[src/rtl/pwm_ramp_sequencer.sv]
`default_nettype none
// ----------------------------------------------------------------------------
// Module  : pwm_ramp_sequencer
// Brief   : Ramps two PWM pulse widths toward targets in fixed steps per tick.
// Revision: 1.0 - initial release
// ----------------------------------------------------------------------------
module pwm_ramp_sequencer #(
  parameter int WIDTH    = 8,
  parameter int PERIOD_W = 32
) (
  input  logic                sys_clk,
  input  logic                sys_reset,
  input  logic                start,
  input  logic                abort,
  input  logic                pause,
  input  logic [WIDTH-1:0]    target1,
  input  logic [WIDTH-1:0]    target2,
  input  logic [WIDTH-1:0]    step_size,
  input  logic [PERIOD_W-1:0] step_period,
  output logic [WIDTH-1:0]    width1,
  output logic [WIDTH-1:0]    width2,
  output logic                busy,
  output logic                done
);

  localparam logic [WIDTH-1:0]    c_step_one = {{(WIDTH-1){1'b0}}, 1'b1};
  localparam logic [PERIOD_W-1:0] c_per_one  = {{(PERIOD_W-1){1'b0}}, 1'b1};

  typedef enum logic [1:0] {
    S_IDLE   = 2'd0,
    S_RUN    = 2'd1,
    S_PAUSED = 2'd2
  } state_t;

  state_t              r_state, w_state_nx;
  logic [PERIOD_W-1:0] r_cnt, w_cnt_nx;
  logic [PERIOD_W-1:0] r_per, w_per_nx;
  logic [WIDTH-1:0]    r_tgt1, w_tgt1_nx;
  logic [WIDTH-1:0]    r_tgt2, w_tgt2_nx;
  logic [WIDTH-1:0]    r_step, w_step_nx;
  logic [WIDTH-1:0]    w_w1_nx, w_w2_nx;
  logic                w_busy_nx, w_done_nx;
  logic [WIDTH-1:0]    w_step_in, w_stp1, w_stp2;
  logic [PERIOD_W-1:0] w_per_in;
  logic                w_hit_new;

  // Move w one step toward tgt; the extra sum bit prevents wrap past full scale.
  function automatic logic [WIDTH-1:0] f_approach(input logic [WIDTH-1:0] w,
                                                  input logic [WIDTH-1:0] tgt,
                                                  input logic [WIDTH-1:0] stp);
    logic [WIDTH:0]   sum;
    logic [WIDTH-1:0] res;
    sum = {1'b0, w} + {1'b0, stp};
    res = w;
    if (w < tgt)
      res = (sum > {1'b0, tgt}) ? tgt : sum[WIDTH-1:0];
    else if (w > tgt)
      res = ((w - tgt) <= stp) ? tgt : (w - stp);
    return res;
  endfunction

  assign w_step_in = (step_size == '0) ? c_step_one : step_size;
  assign w_per_in  = (step_period == '0) ? c_per_one : step_period;
  assign w_hit_new = (width1 == target1) && (width2 == target2);
  assign w_stp1    = f_approach(width1, r_tgt1, r_step);
  assign w_stp2    = f_approach(width2, r_tgt2, r_step);

  always_comb begin
    w_state_nx = r_state;
    w_cnt_nx   = r_cnt;
    w_per_nx   = r_per;
    w_tgt1_nx  = r_tgt1;
    w_tgt2_nx  = r_tgt2;
    w_step_nx  = r_step;
    w_w1_nx    = width1;
    w_w2_nx    = width2;
    w_done_nx  = 1'b0;

    if (abort) begin
      if (r_state != S_IDLE) begin
        w_state_nx = S_IDLE;
        w_cnt_nx   = '0;
      end
    end else if (start) begin
      w_tgt1_nx = target1;
      w_tgt2_nx = target2;
      w_step_nx = w_step_in;
      w_per_nx  = w_per_in;
      if (w_hit_new) begin
        w_state_nx = S_IDLE;
        w_cnt_nx   = '0;
        w_done_nx  = 1'b1;
      end else begin
        w_state_nx = S_RUN;
        w_cnt_nx   = w_per_in - c_per_one;
      end
    end else if (r_state != S_IDLE) begin
      // An unpaused PAUSED cycle counts like a RUN cycle, so a pause of N cycles delays by N.
      if (pause) begin
        w_state_nx = S_PAUSED;
      end else if (r_cnt != '0) begin
        w_state_nx = S_RUN;
        w_cnt_nx   = r_cnt - c_per_one;
      end else begin
        w_w1_nx = w_stp1;
        w_w2_nx = w_stp2;
        if ((w_stp1 == r_tgt1) && (w_stp2 == r_tgt2)) begin
          w_state_nx = S_IDLE;
          w_cnt_nx   = '0;
          w_done_nx  = 1'b1;
        end else begin
          w_state_nx = S_RUN;
          w_cnt_nx   = r_per - c_per_one;
        end
      end
    end

    w_busy_nx = (w_state_nx != S_IDLE);
  end

  always_ff @(posedge sys_clk or posedge sys_reset) begin
    if (sys_reset) begin
      r_state <= S_IDLE;
      r_cnt   <= '0;
      r_per   <= '0;
      r_tgt1  <= '0;
      r_tgt2  <= '0;
      r_step  <= '0;
      width1  <= '0;
      width2  <= '0;
      busy    <= 1'b0;
      done    <= 1'b0;
    end else begin
      r_state <= w_state_nx;
      r_cnt   <= w_cnt_nx;
      r_per   <= w_per_nx;
      r_tgt1  <= w_tgt1_nx;
      r_tgt2  <= w_tgt2_nx;
      r_step  <= w_step_nx;
      width1  <= w_w1_nx;
      width2  <= w_w2_nx;
      busy    <= w_busy_nx;
      done    <= w_done_nx;
    end
  end

endmodule
`default_nettype wire

[config.mk]
export PLATFORM = sky130hd
export DESIGN_NAME = pwm_ramp_sequencer
export DESIGN_NICKNAME = d
export VERILOG_FILES = /design/src/rtl/pwm_ramp_sequencer.sv
export SDC_FILE = /design/constraint.sdc
export NUM_CORES = 1
export LEC_CHECK = 0
export ABC_CLOCK_PERIOD_IN_PS = 5400
export CAP_MARGIN = 20
export CORE_MARGIN = 2
export CORE_UTILIZATION = 50
export CTS_BUF_LIST = sky130_fd_sc_hd__clkbuf_16
export CTS_CLUSTER_SIZE = 28
export DETAILED_ROUTE_END_ITERATION = 10
export PLACE_DENSITY = 0.67
export SLEW_MARGIN = 20
export SYNTH_ARGS = -nofsm -noshare
export SYNTH_HDL_FRONTEND = slang
export SYNTH_SLANG_ARGS = --single-unit
export TNS_END_PERCENT = 50
[constraint.sdc]
create_clock -name sys_clk -period 5.4 [get_ports sys_clk]
set_input_delay 1.62 -clock sys_clk [delete_from_list [all_inputs] [get_ports sys_clk]]
set_output_delay 1.62 -clock sys_clk [all_outputs]
set_load 0.01 [all_outputs]
==> metrics.cfg, run 1 <==
[final_layout]
final_cell_mix=nand2_1 (123), dfrtp_1 (108), nor2_1 (102), o21ai_0 (90), ha_1 (81)
drive_gt1_frac=0.1097
fin_area_mm2=0.01190
final_nets=1456
final_core_util=0.5882
finalNonFillerCells=1583
mostFrequentLayoutCell=nand2_1
antennaDiodeCount=0
fill_cells=1879
area_growth_pct=15.13

[timing]
tns_ns=0
finalClockSkew_ns=0.01595
fin_crit_sh=0.9485
rsz0062_at_grt=no
period_minus_slack_ns=5.122
worstMarginPinSlew_ns=1.167
drv_slew=0
max_slew_margin=0.2201
worst_slack_ns=0.2779
fmax_ghz=0.1952
hold_ws_ns=0.4839
hold_violations=0
setup-violations-final=0

[critical_path]
crit_type=register to register
startpoint_type=register
cpPeakStageDelay_ns=0.53
cp.arrival_ns=5.38
cp_max_fo=12
slowest_stage=dfrtp_1
crit_chain=inv_1, ha_1, or3b_1, and3_1, xnor2_1, inv_1, ha_1, o21a_1, a221oi_1, a211oi_2, nor4b_2, a221oi_1, o22ai_1, nor4_1, and4_4, nand2b_4, buf_12, o41ai_1
crit_required_ns=5.66
end_kind=register

[synthesis]
yosys.area_share.simple=0.2084
synthMuxAreaShare=0.03873
ys_ff_latch=108
synth_compound_area_frac=0.2326
synth_cell_types=85
synth_warnings=0
synth_top_family_by_area=compound AO/OA/AOI/OAI gates
synth_cells=1223
synth_xor_area_frac=0.1123
synth_edf_count=0
synthArstFlopShare=1.000
ys_seq_area_frac=0.2614
syn_area_per_cell_um2=8.453
synth_fa_ha_area_frac=0.1097
netlist_area_mm2=0.01034
synth_ff_type=dfrtp_1
syn-num-nets=1371

[die]
die_h_um=147.8
dieArea_mm2=0.02184
die_w_um=147.8
row_count=52
boundaryPins=79
initial_core_util=0.5109
fp.coreArea_mm2=0.02023

[routing]
drtIter0Drc=817
drtAntennaViolNets=0
wl_per_cell_um=19.78
via_count=9622
vias_per_cell=6.078
drt_wl_total_mm=31.31
first_pass_iters=5
remaining_drc_errors=0

[clocking]
cts_tree=yes
clk_latency_ns=0.37
holdBufCountCts=0
htreeDepth=3
cts.clk_slew.worst_paths_ns=0.08
clockRootBuffer=clkbuf_16
cts_buffers=9
clockBufferDepth=2
cts_sinks=108

[run_status]
status=completed

[place]
dp_hpwl_mm=24.58
pre_cts_slack_ns=0.2745
port_buffers=78
dpl_cell_area_mm2=0.01161
place_inst=1567
gp_congestion=0.9942

[power]
power_mw=3.197
irDropWorstVdd_mv=0.1797
p_leak_nw=4.988
p_per_area_mw_per_mm2=268.6

[global_route]
antenna_found_initial=0
grt_pass1_wl_mm=50.05
grt_overflow=0
grt_use_total=0.2911
grt_pass1_vias=9300
grt_max_degree=82

[job]
maxCapViolations=0

[min_path]
hold_path.class=register to register

final timing paths:
| check | start | end | slack, ns | depth (start not counted) |
|---|---|---|---|---|
| worst max-delay path | r_step[1] | r_cnt[20] | 0.28 | 18 |
| worst min-delay path | r_cnt[16] | r_cnt[16] | 0.48 | 2 |
| worst max register to register | r_step[1] | r_cnt[20] | 0.28 | 18 |
| worst min register to register | r_cnt[16] | r_cnt[16] | 0.48 | 2 |
| max in group asynchronous | sys_reset | r_step[6] | 3.01 | 3 |
| min in group asynchronous | sys_reset | r_per[7] | 1.74 | 2 |
critical path: cells and delay by family (launching register included):
kind	cells	cell delay (ns)
compound gates	6	1.50
simple gates	6	1.55
flops	1	0.53
fa+ha+maj	2	0.63
xor+xnor	1	0.27
buf+inv	3	0.54
synth_stat cells, drive strengths merged (9+ instances only):
| cell type | count | share of area |
|---|---|---|
| nand2 | 124 | 0.045 |
| a21oi | 80 | 0.039 |
| buf | 9 | 0.0059 |
| xnor2 | 72 | 0.061 |
| a31oi | 9 | 0.0061 |
| xor2 | 58 | 0.049 |
| o221ai | 26 | 0.035 |
| o211ai | 13 | 0.0094 |
| ha | 81 | 0.098 |
| clkbuf | 30 | 0.011 |
| a22oi | 9 | 0.0065 |
| o21ai | 96 | 0.046 |
| nor3 | 34 | 0.018 |
| nor4 | 27 | 0.020 |
| nand3 | 10 | 0.0048 |
| or3 | 16 | 0.0097 |
| a21o | 16 | 0.012 |
| nand2b | 16 | 0.011 |
| o22ai | 12 | 0.0073 |
| mux2 | 32 | 0.035 |
| a211oi | 10 | 0.0073 |
| inv | 55 | 0.020 |
| nor2 | 104 | 0.038 |
| nor2b | 19 | 0.012 |
| nand4 | 14 | 0.0085 |
| or4 | 10 | 0.0080 |
| dfrtp | 108 | 0.26 |
| or2 | 13 | 0.0079 |
sequential cells by signal, summed over array words and instances, names as in the netlist:
| signal | count |
|---|---|
| busy | 1 |
| done | 1 |
| r_cnt | 32 |
| r_per | 32 |
| r_state | 2 |
| r_step | 8 |
| r_tgt1 | 8 |
| r_tgt2 | 8 |
| width1 | 8 |
| width2 | 8 |
power by group:
part	internal, mW	leakage (nW)	switching (mW)
clock network	0.322	0.142	0.346
logic	0.637	3.48	0.870
registers	0.899	1.36	0.122
repair_timing:
action,in CTS,in global routing
resized for setup,0,2
buffers inserted,0,0
endpoints found under the setup margin,0,16
cell type report:
cell class / instances / area (µm²) / area share
multi-input cells: 1021 / 7269 / 0.6108
flip-flops and latches: 108 / 2703 / 0.2271
repair buffers: 113 / 1094 / 0.09188
well taps: 270 / 337.8 / 0.02839
clock buffers: 9 / 225.2 / 0.01892
inverters: 55 / 211.5 / 0.01777
clock inverters: 7 / 61.31 / 0.005151
kinds of logic after synthesis:
family,Yosys count
simple gates,419
compound gates,348
xor+xnor,131
flops,108
buf+inv,94
fa+ha+maj,87
mux,36
layer usage:
metal / global-route usage / vias to the layer above / share of wire
met2: 0.4860 / 333 / 0.48
met3: 0.03457 / 73 / 0.054
met1: 0.3862 / 4566 / 0.43
met5: 0 / - / 0
met4: 0.1154 / 0 / 0.037
li1: - / 4650 / -
(Power assumes the default switching activity.)
==> run 2, diff against run 1 <==
CTS_BUF_LIST = sky130_fd_sc_hd__clkbuf_8   (was sky130_fd_sc_hd__clkbuf_16)
==> metrics.cfg, run 2 (synthesis results as in run 1) <==
[run_status]
status=completed

[critical_path]
reg2reg_depth=21  ; +3
cp_max_fo=12  ; unchanged
end_kind=register
cpPeakStageDelay_ns=0.51  ; -0.02 ns
slowest_stage=dfrtp_1
crit_type=register to register
crit_chain=inv_1, ha_1, fa_1, nand2b_1, a21oi_1, a21o_1, a21oi_1, xnor2_1, ha_1, nand2_1, o21ai_0, and2_1, nor2_1, buf_4, o21a_1, nor4_1, o22ai_1, and4_4, nand2b_4, buf_12, o41ai_1
r2r-start=width2[0]
crit_required_ns=5.71  ; +0.05 ns
reg2reg_slack_ns=0.25  ; -0.03 ns
cp.arrival_ns=5.45  ; +0.07 ns
r2r_end=r_cnt[20]
critPathLaunch=width2[0]
startpoint_type=register

[global_route]
grt_overflow=0  ; unchanged
grt_use_total=0.2918  ; +0.0007252
grt_pass1_vias=9288  ; -0.13%
antenna_found_initial=0  ; unchanged
grt_pass1_wl_mm=50.08  ; about the same
grt_max_degree=82  ; unchanged

[place]
dp_hpwl_mm=24.58  ; unchanged
pre_cts_slack_ns=0.2745  ; unchanged
port_buffers=78  ; unchanged
dpl_cell_area_mm2=0.01161  ; unchanged
gp_congestion=0.9942  ; unchanged

[routing]
vias_per_cell=6.136  ; +0.96%
first_pass_iters=7  ; +2
drtAntennaViolNets=0  ; unchanged
drt_wl_total_mm=31.38  ; +0.24%
via_count=9714  ; +0.96%
remaining_drc_errors=0  ; unchanged
drtIter0Drc=863  ; +5.6%
wl_per_cell_um=19.82  ; +0.24%

[timing]
worst_slack_ns=0.2524  ; -0.02551 ns
fmax_ghz=0.1943  ; -0.50%
max_slew_margin=0.2012  ; -0.01893
setup-violations-final=0  ; unchanged
period_minus_slack_ns=5.148  ; +0.02551 ns
worstMarginPinSlew_ns=1.195  ; +0.02833 ns
drv_slew=0  ; unchanged
finalClockSkew_ns=0.02061  ; +0.004660 ns
hold_violations=0  ; unchanged
fin_crit_sh=0.9533  ; +0.004724
rsz0062_at_grt=no
tns_ns=0  ; unchanged

[die]
die_h_um=147.8  ; unchanged
dieArea_mm2=0.02184  ; unchanged
initial_core_util=0.5109  ; unchanged
die_w_um=147.8  ; unchanged
boundaryPins=79  ; unchanged
fp.coreArea_mm2=0.02023  ; unchanged
row_count=52  ; unchanged

[clocking]
clockRootBuffer=clkbuf_8
cts.clk_slew.worst_paths_ns=0.12  ; +0.04 ns
cts_setup_buffers=0  ; unchanged
clk_latency_ns=0.41  ; +0.04 ns
clockBufferDepth=2  ; unchanged
htreeDepth=3  ; unchanged
cts_buffers=9  ; unchanged
cts_tree=yes
cts_sinks=108  ; unchanged

[final_layout]
mostFrequentLayoutCell=nand2_1
area_growth_pct=14.16
fill_cells=1894  ; +0.80%
final_nets=1456  ; unchanged
drive_gt1_frac=0.1104  ; +0.0007616
fin_area_mm2=0.01180  ; -0.84%
final_cell_mix=nand2_1 (123), dfrtp_1 (107), nor2_1 (102), o21ai_0 (91), ha_1 (81)
reg.largest.list=r_cnt (32), r_per (32)
antennaDiodeCount=0  ; unchanged

[min_path]
worstHoldPathCells=2  ; unchanged
hold_path.class=register to register
whs_endpoint=r_cnt[16]
holdCritStartpoint=r_cnt[16]

[power]
p_leak_nw=4.940  ; -0.95%
irDropWorstVdd_mv=0.1267  ; -30%
p_per_area_mw_per_mm2=256.9  ; -4.3%

[job]
maxCapViolations=0  ; unchanged

## run 2: cell types whose count changed in the layout (fill, tap and decap cells not counted)
cell	change
clkbuf_16	-9
clkbuf_8	+9
dfrtp_1	-1
dfrtp_2	+1
o21ai_0	+1
o21ai_1	-1
## run 2: critical path, delay by kind of cell (launching register included)
family	cells	cell delay [ns]
AOI/OAI and AO/OA	7	1.54
xor gates and xnor gates	1	0.14
adders and majority gates	3	0.93
buffers and inverters	3	0.55
DFF	1	0.51
and+or+nand+nor	7	1.38
## run 2: how the worst max path moves through the flow
stage	end	depth (start not counted)
CTS	r_cnt[20]	23
global route	r_cnt[20]	21
global placement	r_cnt[11]	18
floorplan	busy	1
finish	r_cnt[20]	21
detailed placement	r_cnt[28]	16
## run 2: timing repair
action                     in CTS  in global routing
gates resized for setup         0                  2
hold buffers                    0                  0
setup endpoints to repair       0                 18
## run 2: area by class of cell
cell class | count | area [µm²] | share of cell area
multi-input combinational | 1021 | 7269 | 0.6160
inverter | 55 | 211.5 | 0.01792
clock inverter | 7 | 61.31 | 0.005195
clock buffer | 9 | 123.9 | 0.01050
tap | 270 | 337.8 | 0.02863
timing repair buffer | 113 | 1094 | 0.09266
sequential | 108 | 2704 | 0.2291
## run 2: power breakdown
group | leakage [nW] | internal (mW) | total (mW) | switching (mW)
Clock | 0.0961 | 0.176 | 0.503 | 0.326
Combinational | 3.48 | 0.637 | 1.51 | 0.872
Sequential | 1.36 | 0.899 | 1.02 | 0.122
Total | 4.94 | 1.71 | 3.03 | 1.32
## run 2: per-layer routing
| metal | track usage | part of all wire | up-vias |
|---|---|---|---|
| met3 | 0.03796 | 0.059 | 74 |
| met4 | 0.1207 | 0.037 | 0 |
| met1 | 0.3840 | 0.43 | 4619 |
| met2 | 0.4860 | 0.48 | 372 |
| met5 | 0 | 0 | - |
| li1 | - | - | 4649 |
## run 2: stage by stage
stage | utilization | power (mW) | hold slack, ns | instances
final | 0.5832 | 3.032 | 0.4930 | 1583
after global routing | 0.5832 | 3.233 | 0.5159 | 1583
after CTS | 0.5828 | 3.019 | 0.4944 | 1583
after detailed placement | 0.5736 | 2.505 | 0.4647 | 1567
after global placement | 0.5736 | 2.493 | 0.4607 | 1567
after floorplan | - | 2.060 | 0.4459 | 1223
==> run 3, diff against run 2 <==
CTS_CLUSTER_SIZE = 25   (was 28)
PLACE_DENSITY = 0.82   (was 0.67)
==> metrics.cfg, run 3 (synthesis results as in run 1) <==
[global_route]
grt_pass1_vias=9511  ; +2.4%
grt_pass1_wl_mm=50.71  ; +1.3%
grt_max_degree=69  ; -16%
grt_use_total=0.2932  ; +0.001434
antenna_found_initial=0  ; unchanged
grt_overflow=0  ; unchanged

[critical_path]
crit_chain=inv_1, ha_1, or3b_1, and3_1, xnor2_1, inv_1, ha_1, o21a_1, a221oi_1, a211oi_2, nor4b_2, a221oi_1, o22ai_1, nor4_2, and4_4, nand2b_4, buf_12, o41ai_1
cpPeakStageDelay_ns=0.57  ; +0.06 ns
slowest_stage=dfrtp_1
cp_max_fo=31  ; +19
end_kind=register
cp.arrival_ns=5.49  ; +0.04 ns
crit_type=register to register
startpoint_type=register
crit_required_ns=5.70  ; about the same

[final_layout]
drive_gt1_frac=0.1092  ; -0.001190
final_core_util=0.5822  ; -0.0009890
mostFrequentLayoutCell=nand2_1
final_cell_mix=nand2_1 (123), dfrtp_1 (107), nor2_1 (102), o21ai_0 (90), ha_1 (81)
fin_area_mm2=0.01178  ; -0.17%
antennaDiodeCount=0  ; unchanged
reg.largest.list=r_cnt (32), r_per (32)
final_nets=1452  ; -0.27%
area_growth_pct=13.97

[die]
boundaryPins=79  ; unchanged
die_h_um=147.8  ; unchanged
dieArea_mm2=0.02184  ; unchanged
initial_core_util=0.5109  ; unchanged
row_count=52  ; unchanged
die_w_um=147.8  ; unchanged
fp.coreArea_mm2=0.02023  ; unchanged

[routing]
drt_wl_total_mm=31.67  ; +0.91%
wl_per_cell_um=20.05  ; +1.2%
first_pass_iters=6  ; -1
remaining_drc_errors=0  ; unchanged
drtIter0Drc=1221  ; +41%
drtAntennaViolNets=0  ; unchanged
via_count=9897  ; +1.9%
vias_per_cell=6.268  ; +2.1%

[min_path]
hold_path.class=register to register

[power]
p_per_area_mw_per_mm2=263.2  ; +2.4%
p_leak_nw=4.924  ; -0.34%
irDropWorstVdd_mv=0.1878  ; +48%

[clocking]
cts_buffers=9  ; unchanged
cts_tree=yes
htreeDepth=3  ; unchanged
holdBufCountCts=0  ; unchanged
clk_latency_ns=0.41  ; about the same
cts.clk_slew.worst_paths_ns=0.11  ; about the same
cts_setup_buffers=0  ; unchanged
cts_sinks=108  ; unchanged
clockBufferDepth=2  ; unchanged
clockRootBuffer=clkbuf_8

[timing]
max_slew_margin=0.2934  ; +0.09222
hold_ws_ns=0.5022  ; +0.009177 ns
setup-violations-final=0  ; unchanged
drv_slew=0  ; unchanged
worstMarginPinSlew_ns=1.045  ; -0.1500 ns
fmax_ghz=0.1926  ; -0.85%
period_minus_slack_ns=5.192  ; +0.04414 ns
fin_crit_sh=0.9614  ; +0.008174
finalClockSkew_ns=0.01188  ; -0.008735 ns
hold_violations=0  ; unchanged

[place]
port_buffers=78  ; unchanged
dp_hpwl_mm=24.38  ; -0.78%
gp_congestion=1.006  ; +1.2%
dpl_cell_area_mm2=0.01155  ; -0.47%

[job]
maxCapViolations=0  ; unchanged

[run_status]
status=completed

-- run 3: worst max-delay path, delay by kind of cell (launching register included) --
family          cells  cell delay (ns)
compound gates      6             1.50
xor+xnor            1             0.31
fa+ha+maj           2             0.63
buf+inv             3             0.52
flops               1             0.57
simple gates        6             1.53
-- run 3: per-stage QoR --
| stage | total power [mW] | worst slack, ns | cells | TNS [ns] |
|---|---|---|---|---|
| final | 3.101 | 0.2083 | 1579 | 0 |
| after global routing | 3.286 | -0.02070 | 1579 | -0.03265 |
| after CTS | 3.065 | 0.1117 | 1579 | 0 |
| after detailed placement | 2.501 | 0.1378 | 1563 | 0 |
| after global placement | 2.471 | 0.2758 | 1563 | 0 |
| after floorplan | 2.060 | 0.9344 | 1223 | 0 |
-- run 3: path summary, 6_finish.rpt --
check	from	end	slack, ns	cells after the start
max in group asynchronous	sys_reset	r_step[5]	2.80	3
setup / recovery	r_step[1]	r_cnt[14]	0.21	18
hold reg to reg	r_cnt[16]	r_cnt[16]	0.50	2
setup reg to reg	r_step[1]	r_cnt[14]	0.21	18
hold / removal	r_cnt[16]	r_cnt[16]	0.50	2
min in group asynchronous	sys_reset	r_per[10]	1.68	2
-- run 3: power breakdown --
| part | internal, mW | leakage, nW | switching, mW |
|---|---|---|---|
| Clock | 0.233 | 0.112 | 0.327 |
| Combinational | 0.636 | 3.45 | 0.877 |
| Sequential | 0.898 | 1.36 | 0.128 |
| Total | 1.77 | 4.92 | 1.33 |
-- run 3: layer usage --
layer | vias up | wire, µm | track usage
li1 | 4638 | - | -
met1 | 4741 | 13400 | 0.3843
met2 | 413 | 14830 | 0.4835
met3 | 105 | 2057 | 0.04784
met4 | 0 | 1377 | 0.1207
met5 | - | 0 | 0
-- run 3: final cells by class --
cell class,instances,area (µm²)
clock buffer,10,137.6
tap,270,337.8
fill,1815,8453
clock inverter,6,75.07
multi-input combinational,1021,7279
sequential,108,2704
inverter,55,209.0
timing repair buffer,109,1039
-- run 3: what timing repair did --
item,4_1_cts,5_1_grt
setup endpoints to repair,0,32
endpoints found under the hold margin,0,0
resized for setup,0,5
